`config.mk`:
```
export PLATFORM = sky130hd
export DESIGN_NAME = key_debounce
export DESIGN_NICKNAME = d
export VERILOG_FILES = /design/src/rtl/key_pkg.sv /design/src/rtl/sync_2ff.sv /design/src/rtl/key_debounce.sv
export SDC_FILE = /design/constraint.sdc
export NUM_CORES = 1
export LEC_CHECK = 0
export ABC_AREA = 1
export BUFFER_PORTS_ARGS = -buffer_cell sky130_fd_sc_hd__buf_2
export CELL_PAD_IN_SITES_DETAIL_PLACEMENT = 0
export CELL_PAD_IN_SITES_GLOBAL_PLACEMENT = 1
export CORE_MARGIN = 8
export CORE_UTILIZATION = 40
export CTS_BUF_LIST = sky130_fd_sc_hd__clkbuf_16
export DETAILED_ROUTE_END_ITERATION = 7
export GPL_ROUTABILITY_DRIVEN = 0
export MAX_ROUTING_LAYER = met4
export PLACE_DENSITY_LB_ADDON = 0.1
export SLEW_MARGIN = 0
export SYNTH_ARGS = -nofsm -noshare
export SYNTH_HDL_FRONTEND = slang
export SYNTH_SLANG_ARGS = --single-unit
```
`constraint.sdc`:
```
create_clock -name clk -period 1.5 [get_ports clk]
set_input_delay 0.3 -clock clk [delete_from_list [all_inputs] [get_ports clk]]
set_output_delay 0.3 -clock clk [all_outputs]
set_load 0.01 [all_outputs]
```
`src/rtl/key_pkg.sv`:
```
// Shared types and 50 MHz default timing constants for the pushbutton conditioner.
package key_pkg;

  typedef enum logic [1:0] {
    IDLE        = 2'd0,
    PRESS_CHK   = 2'd1,
    HELD        = 2'd2,
    RELEASE_CHK = 2'd3
  } key_state_t;

  localparam logic KEY_PRESSED_LVL = 1'b0;

  localparam int KEY_DEBOUNCE_CYCLES_DEF     = 1_000_000;
  localparam int KEY_REPEAT_DELAY_CYCLES_DEF = 25_000_000;
  localparam int KEY_REPEAT_RATE_CYCLES_DEF  = 10_000_000;

  function automatic int key_max3(input int a, input int b, input int c);
    int m;
    m = (a > b) ? a : b;
    return (m > c) ? m : c;
  endfunction

endpackage

```
`src/rtl/sync_2ff.sv`:
```
// Generic two-flop synchroniser with a configurable reset value; also used for SW inputs.
module sync_2ff #(
  parameter int               WIDTH   = 1,
  parameter logic [WIDTH-1:0] RST_VAL = '0
) (
  input  logic             clk,
  input  logic             rst,
  input  logic [WIDTH-1:0] d,
  output logic [WIDTH-1:0] q
);

  logic [WIDTH-1:0] meta;

  always_ff @(posedge clk or posedge rst) begin
    if (rst) begin
      meta <= RST_VAL;
      q    <= RST_VAL;
    end else begin
      meta <= d;
      q    <= meta;
    end
  end

endmodule

```
`src/rtl/key_debounce.sv`:
```
// Debounces one active-low key into press/release strobes and a clean level.
// Optional auto-repeat strobe is built only when KEY_DEBOUNCE_REPEAT_EN is defined.
module key_debounce
  import key_pkg::*;
#(
  parameter int DEBOUNCE_CYCLES     = KEY_DEBOUNCE_CYCLES_DEF,
  parameter int REPEAT_DELAY_CYCLES = KEY_REPEAT_DELAY_CYCLES_DEF,
  parameter int REPEAT_RATE_CYCLES  = KEY_REPEAT_RATE_CYCLES_DEF
) (
  input  logic clk,
  input  logic rst,
  input  logic key_n,
  output logic press_pulse,
  output logic release_pulse,
  output logic key_level,
  output logic repeat_pulse
);

  localparam int CNT_MAX = key_max3(DEBOUNCE_CYCLES, REPEAT_DELAY_CYCLES, REPEAT_RATE_CYCLES);
  localparam int CNT_W   = (CNT_MAX > 1) ? $clog2(CNT_MAX) : 1;

  localparam logic [CNT_W-1:0] DEB_LAST = CNT_W'(DEBOUNCE_CYCLES - 1);

  logic       key_s;
  logic       pressed;
  key_state_t state, state_nxt;
  logic [CNT_W-1:0] cnt, cnt_nxt;
  logic       press_nxt;
  logic       release_nxt;
  logic       level_nxt;

  // Stage 0: bring the asynchronous key into the clk domain (reset to released)
  sync_2ff #(
    .WIDTH   (1),
    .RST_VAL (1'b1)
  ) u_sync (
    .clk (clk),
    .rst (rst),
    .d   (key_n),
    .q   (key_s)
  );

  assign pressed = (key_s == KEY_PRESSED_LVL);

`ifdef KEY_DEBOUNCE_REPEAT_EN
  localparam logic [CNT_W-1:0] DELAY_LAST = CNT_W'(REPEAT_DELAY_CYCLES - 1);
  localparam logic [CNT_W-1:0] RATE_LAST  = CNT_W'(REPEAT_RATE_CYCLES - 1);

  // rep_phase = 0 while waiting out the initial delay, 1 once repeating at the rate
  logic rep_phase, rep_phase_nxt;
  logic repeat_nxt;
  logic repeat_q;

  always_ff @(posedge clk or posedge rst) begin
    if (rst) begin
      rep_phase <= 1'b0;
      repeat_q  <= 1'b0;
    end else begin
      rep_phase <= rep_phase_nxt;
      repeat_q  <= repeat_nxt;
    end
  end

  assign repeat_pulse = repeat_q;
`else
  assign repeat_pulse = 1'b0;
`endif

  // Stage 1: state, shared counter and registered outputs
  always_ff @(posedge clk or posedge rst) begin
    if (rst) begin
      state         <= IDLE;
      cnt           <= '0;
      press_pulse   <= 1'b0;
      release_pulse <= 1'b0;
      key_level     <= 1'b0;
    end else begin
      state         <= state_nxt;
      cnt           <= cnt_nxt;
      press_pulse   <= press_nxt;
      release_pulse <= release_nxt;
      key_level     <= level_nxt;
    end
  end

  always_comb begin
    state_nxt   = state;
    cnt_nxt     = cnt;
    press_nxt   = 1'b0;
    release_nxt = 1'b0;
`ifdef KEY_DEBOUNCE_REPEAT_EN
    rep_phase_nxt = rep_phase;
    repeat_nxt    = 1'b0;
`endif
    case (state)
      IDLE: begin
        cnt_nxt = '0;
        if (pressed) begin
          state_nxt = PRESS_CHK;
        end
      end
      PRESS_CHK: begin
        if (!pressed) begin
          state_nxt = IDLE;
          cnt_nxt   = '0;
        end else if (cnt == DEB_LAST) begin
          state_nxt = HELD;
          press_nxt = 1'b1;
          cnt_nxt   = '0;
`ifdef KEY_DEBOUNCE_REPEAT_EN
          rep_phase_nxt = 1'b0;
`endif
        end else begin
          cnt_nxt = cnt + CNT_W'(1);
        end
      end
      HELD: begin
        if (!pressed) begin
          state_nxt = RELEASE_CHK;
          cnt_nxt   = '0;
        end else begin
`ifdef KEY_DEBOUNCE_REPEAT_EN
          if ((!rep_phase && cnt == DELAY_LAST) || (rep_phase && cnt == RATE_LAST)) begin
            repeat_nxt    = 1'b1;
            rep_phase_nxt = 1'b1;
            cnt_nxt       = '0;
          end else begin
            cnt_nxt = cnt + CNT_W'(1);
          end
`else
          cnt_nxt = '0;
`endif
        end
      end
      RELEASE_CHK: begin
        // A bounce back to pressed resumes HELD silently; repeat restarts from the delay
        if (pressed) begin
          state_nxt = HELD;
          cnt_nxt   = '0;
`ifdef KEY_DEBOUNCE_REPEAT_EN
          rep_phase_nxt = 1'b0;
`endif
        end else if (cnt == DEB_LAST) begin
          state_nxt   = IDLE;
          release_nxt = 1'b1;
          cnt_nxt     = '0;
        end else begin
          cnt_nxt = cnt + CNT_W'(1);
        end
      end
      default: begin
        state_nxt = IDLE;
        cnt_nxt   = '0;
      end
    endcase
    level_nxt = (state_nxt == HELD) || (state_nxt == RELEASE_CHK);
  end

endmodule

```
==> out/qor.csv <==
stage,metric,value,unit
worst_setup_path,delay of the slowest cell on the worst path,0.35,ns
placement,Port Buffer Count,5,
routing,number of design rule violations left after detail routing,0,
routing,first-pass detailed-route iteration total,4,
yosys,flip-flop and latch count after synthesis,31,
cts,worst-skew pair later-pin latency,0.27,ns
pwr,share of total power in combinational logic,6.2,%
status,run status,finished with violations,
yosys,unique cell type count in the Yosys netlist,22,
floorplan,number of top-level design ports,7,
routing,number of nets with antenna violations after detailed routing,0,
pwr,power density relative to cell area,706,mW/mm^2
worst_setup_path,worst path required time,1.71,ns
routing,final wirelength,4770,um
yosys,sequential share of the synthesized area,44.8,%
floorplan,standard-cell rows,24,
finish,NumNets Final,321,
floorplan,width of the die,81.9,um
worst_setup_path,number of cells on the worst reg-to-reg path,10,
worst_setup_path,CP startpoint kind,flip-flop,
routing,mean routed wirelength per cell,12.9,um
placement,DP Wirelength,3290,um
sta,Final Max Tran Viols,0,
finish,area growth from synthesis to layout,56.3,%
sta,hold slack final,0.0994,ns
sta,final setup violation count,7,
sta,worst setup skew after layout,0.00607,ns
floorplan,effective utilization at floorplan,40.7,%
sta,setup repair after global routing missed its margin,yes,
cts,Sink Count,31,
hold_path,class of the tightest hold or removal check,in2async,
floorplan,area enclosed by the die boundary,0.00671,sq mm
cts,Clock H-tree levels,2,
global_routing,global-route wire length before repair,7800,um
worst_setup_path,register-to-register path setup slack,-0.05,ns
pwr,Power Internal,1500,uW
worst_setup_path,cell-by-cell trace of the critical path,ha_2 > nand3_2 > buf_6 > nor2_4 > buf_6 > nand2_4 > nor2_4 > buf_4 > a21oi_2 > nor2_1,
yosys,share of synthesized registers carrying an async set or reset,100,%
global_routing,GRT overflow,0,
placement,post-place instance area,0.00217,sq mm
worst_setup_path,highest net fanout along the worst path,5,
pwr,leakage,0.00131,uW
cts,clk buf depth,2,
sta,share of the cycle needed by the critical path after routing,103,%
yosys,average cell area after synthesis,7.09,sq um
yosys,gate count of the mapped netlist,245,
cts,number of buffers added to fix hold violations after cts,0,
pwr,part of the power in the clock network,49.5,%
flow_run,max-cap check violation count,0,
finish,ant diodes,0,
sta,smallest setup slack after layout,-0.0488,ns
finish,total of fill cells in the finished design,388,
yosys,total number of yosys warnings,0,
worst_setup_path,CP Capture Type,flip-flop,
pwr,part of the power in registers,44.4,%
sta,Final Hold Violating Endpoints,0,
cts,clock tree from TritonCTS,yes,
routing,via count,1718,
routing,number of vias per cell after detailed routing,4.64,
routing,Detailed Route Iter0 Violations,77,
worst_setup_path,slowest cell on the critical path,dfrtp_1,
pwr,power dissipated by switching net loads,419,uW
sta,Max Clk Rate,646,MHz
global_routing,overall track demand over capacity in global routing,15.8,%
global_routing,pin count of the biggest net entering global routing,32,
worst_setup_path,data arrival time of the critical path,1.76,ns
cts,cts bufs inserted,5,
yosys,area of the mapped netlist,0.00174,sq mm
cts,clock-pin transition on the worst setup and hold timing paths,0.05,ns
pwr,fraction of power spent switching nets,21.9,%
yosys,number of enable flip-flop cells after synthesis,0,
yosys,Post-Synthesis Net Count,249,
floorplan,core area,0.00426,sq mm
pwr,"IR drop worst, VDD",485,uV
sta,final worst path period need,1.55,ns
floorplan,vertical die dimension,81.9,um
global_routing,number of global-route vias before repair,1768,
status,violated checks,negative setup slack,
finish,final cell utilization of the core,63.6,%
worst_setup_path,CP Class,reg2reg,
finish,"final std cell area, no fill",0.00271,sq mm
yosys,flip-flop cell with the highest count after synthesis,dfrtp_1,
cts,Clk Tree Root Cell,clkbuf_16,
finish,ratio of cells with drive above 1 in the final layout,41.8,%
global_routing,antenna violations before repair,0,
==> area by class of cell <==
class                   count  area (sq um)  area share (%)
clock inverters             3          11.3           0.415
multi-input cells         177          1020            37.4
well taps                  52          65.1            2.40
flip-flops and latches     31           778            28.7
clock buffers               5           125            4.61
repair buffers             68           588            21.7
inverters                  34           130            4.79
==> sequential cells by signal (all words and copies together), names as in the netlist <==
name           count
release_pulse      1
press_pulse        1
u_sync.q           1
cnt               25
state              1
key_level          1
u_sync.meta        1
==> cell families (layout without fill, tap and decap cells) <==
group | Yosys count | count (layout) | synth area share [%]
compound gates | 5 | 5 | 1.51
xor+xnor | 8 | 8 | 4.03
fa+ha+maj | 1 | 1 | 0.720
buf+inv | 37 | 110 | 9.08
flops | 31 | 31 | 44.8
other cells | 1 | 1 | 0.216
simple gates | 162 | 162 | 39.6
==> power by group through the flow <==
stage	clock network, uW	logic (uW)	registers [uW]
after floorplan	0	42.9	864
after global placement	0	69.0	864
after detailed placement	0	68.9	864
after CTS	963	88.3	850
after global routing	1010	128	850
final	948	118	851
==> critical path, delay by kind of cell (launching register included) <==
kind | cells | cell delay, ns
adders and majority gates | 1 | 0.19
DFF | 1 | 0.35
buffers and inverters | 3 | 0.40
AOI/OAI and AO/OA | 1 | 0.04
and+or+nand+nor | 5 | 0.48
==> per-stage QoR <==
| stage | setup WS, ns | instances | power [uW] | TNS (ns) |
|---|---|---|---|---|
| floorplan | 0.0835 | 245 | 907 | 0 |
| global placement | -0.291 | 347 | 933 | -3.37 |
| detailed placement | -0.322 | 347 | 933 | -4.13 |
| CTS | -0.0469 | 363 | 1900 | -0.343 |
| global route | -0.157 | 370 | 1990 | -1.76 |
| finish | -0.0488 | 370 | 1920 | -0.167 |
==> worst paths after layout <==
kind	endpoint	from
max	cnt[24]$_DFF_PP0_	cnt[0]$_DFF_PP0_
max reg2reg	cnt[24]$_DFF_PP0_	cnt[0]$_DFF_PP0_
min reg2reg	u_sync.q$_DFF_PP1_	u_sync.meta$_DFF_PP1_
min in group clk	u_sync.meta$_DFF_PP1_	key_n
max in group asynchronous	u_sync.meta$_DFF_PP1_	rst
min	cnt[0]$_DFF_PP0_	rst
==> cells in the mapped netlist, types with 2 or more instances <==
library cell	n	area (sq um)
buf_6	2	22.5
dfrtp_1	29	726
dfstp_2	2	52.6
inv_1	34	128
nand2_1	68	255
nand2_2	4	25.0
nand3_1	11	55.1
nor2_1	64	240
nor2_2	3	18.8
nor2_4	4	45.0
nor3_1	5	25.0
o21ai_0	3	15.0
xnor2_1	2	17.5
xor2_1	6	52.6
==> timing repair <==
action	CTS	global route
gates resized for setup	12	60
gates cloned	1	1
pin swaps	5	14
endpoints found under the setup margin	26	29
hold endpoints to repair	0	0
buffers inserted	7	7
==> cell usage in the layout (no fill, tap or decap), types with 3 or more instances in the layout <==
cell type	Yosys	final
buf_4	1	54
nand2_1	68	53
nor2_1	64	49
inv_1	34	31
dfrtp_1	29	29
nand2_2	4	13
nor2_4	4	11
nor2_2	3	11
nand3_1	11	8
nand2_4	0	6
clkbuf_16	0	6
buf_2	0	5
nor3_2	0	4
xor2_1	6	4
buf_6	2	4
inv_2	0	3
buf_12	0	3
==> metal layers <==
layer  up-vias  global-route usage, %  wire length [um]
met5         -                      -                 0
met4         0                   4.39                72
met3         9                   3.94                85
met2        12                   27.4              2560
met1       819                   17.5              2050
li1        878                      -                 -
Note: power is estimated with default switching activity, not from simulation.
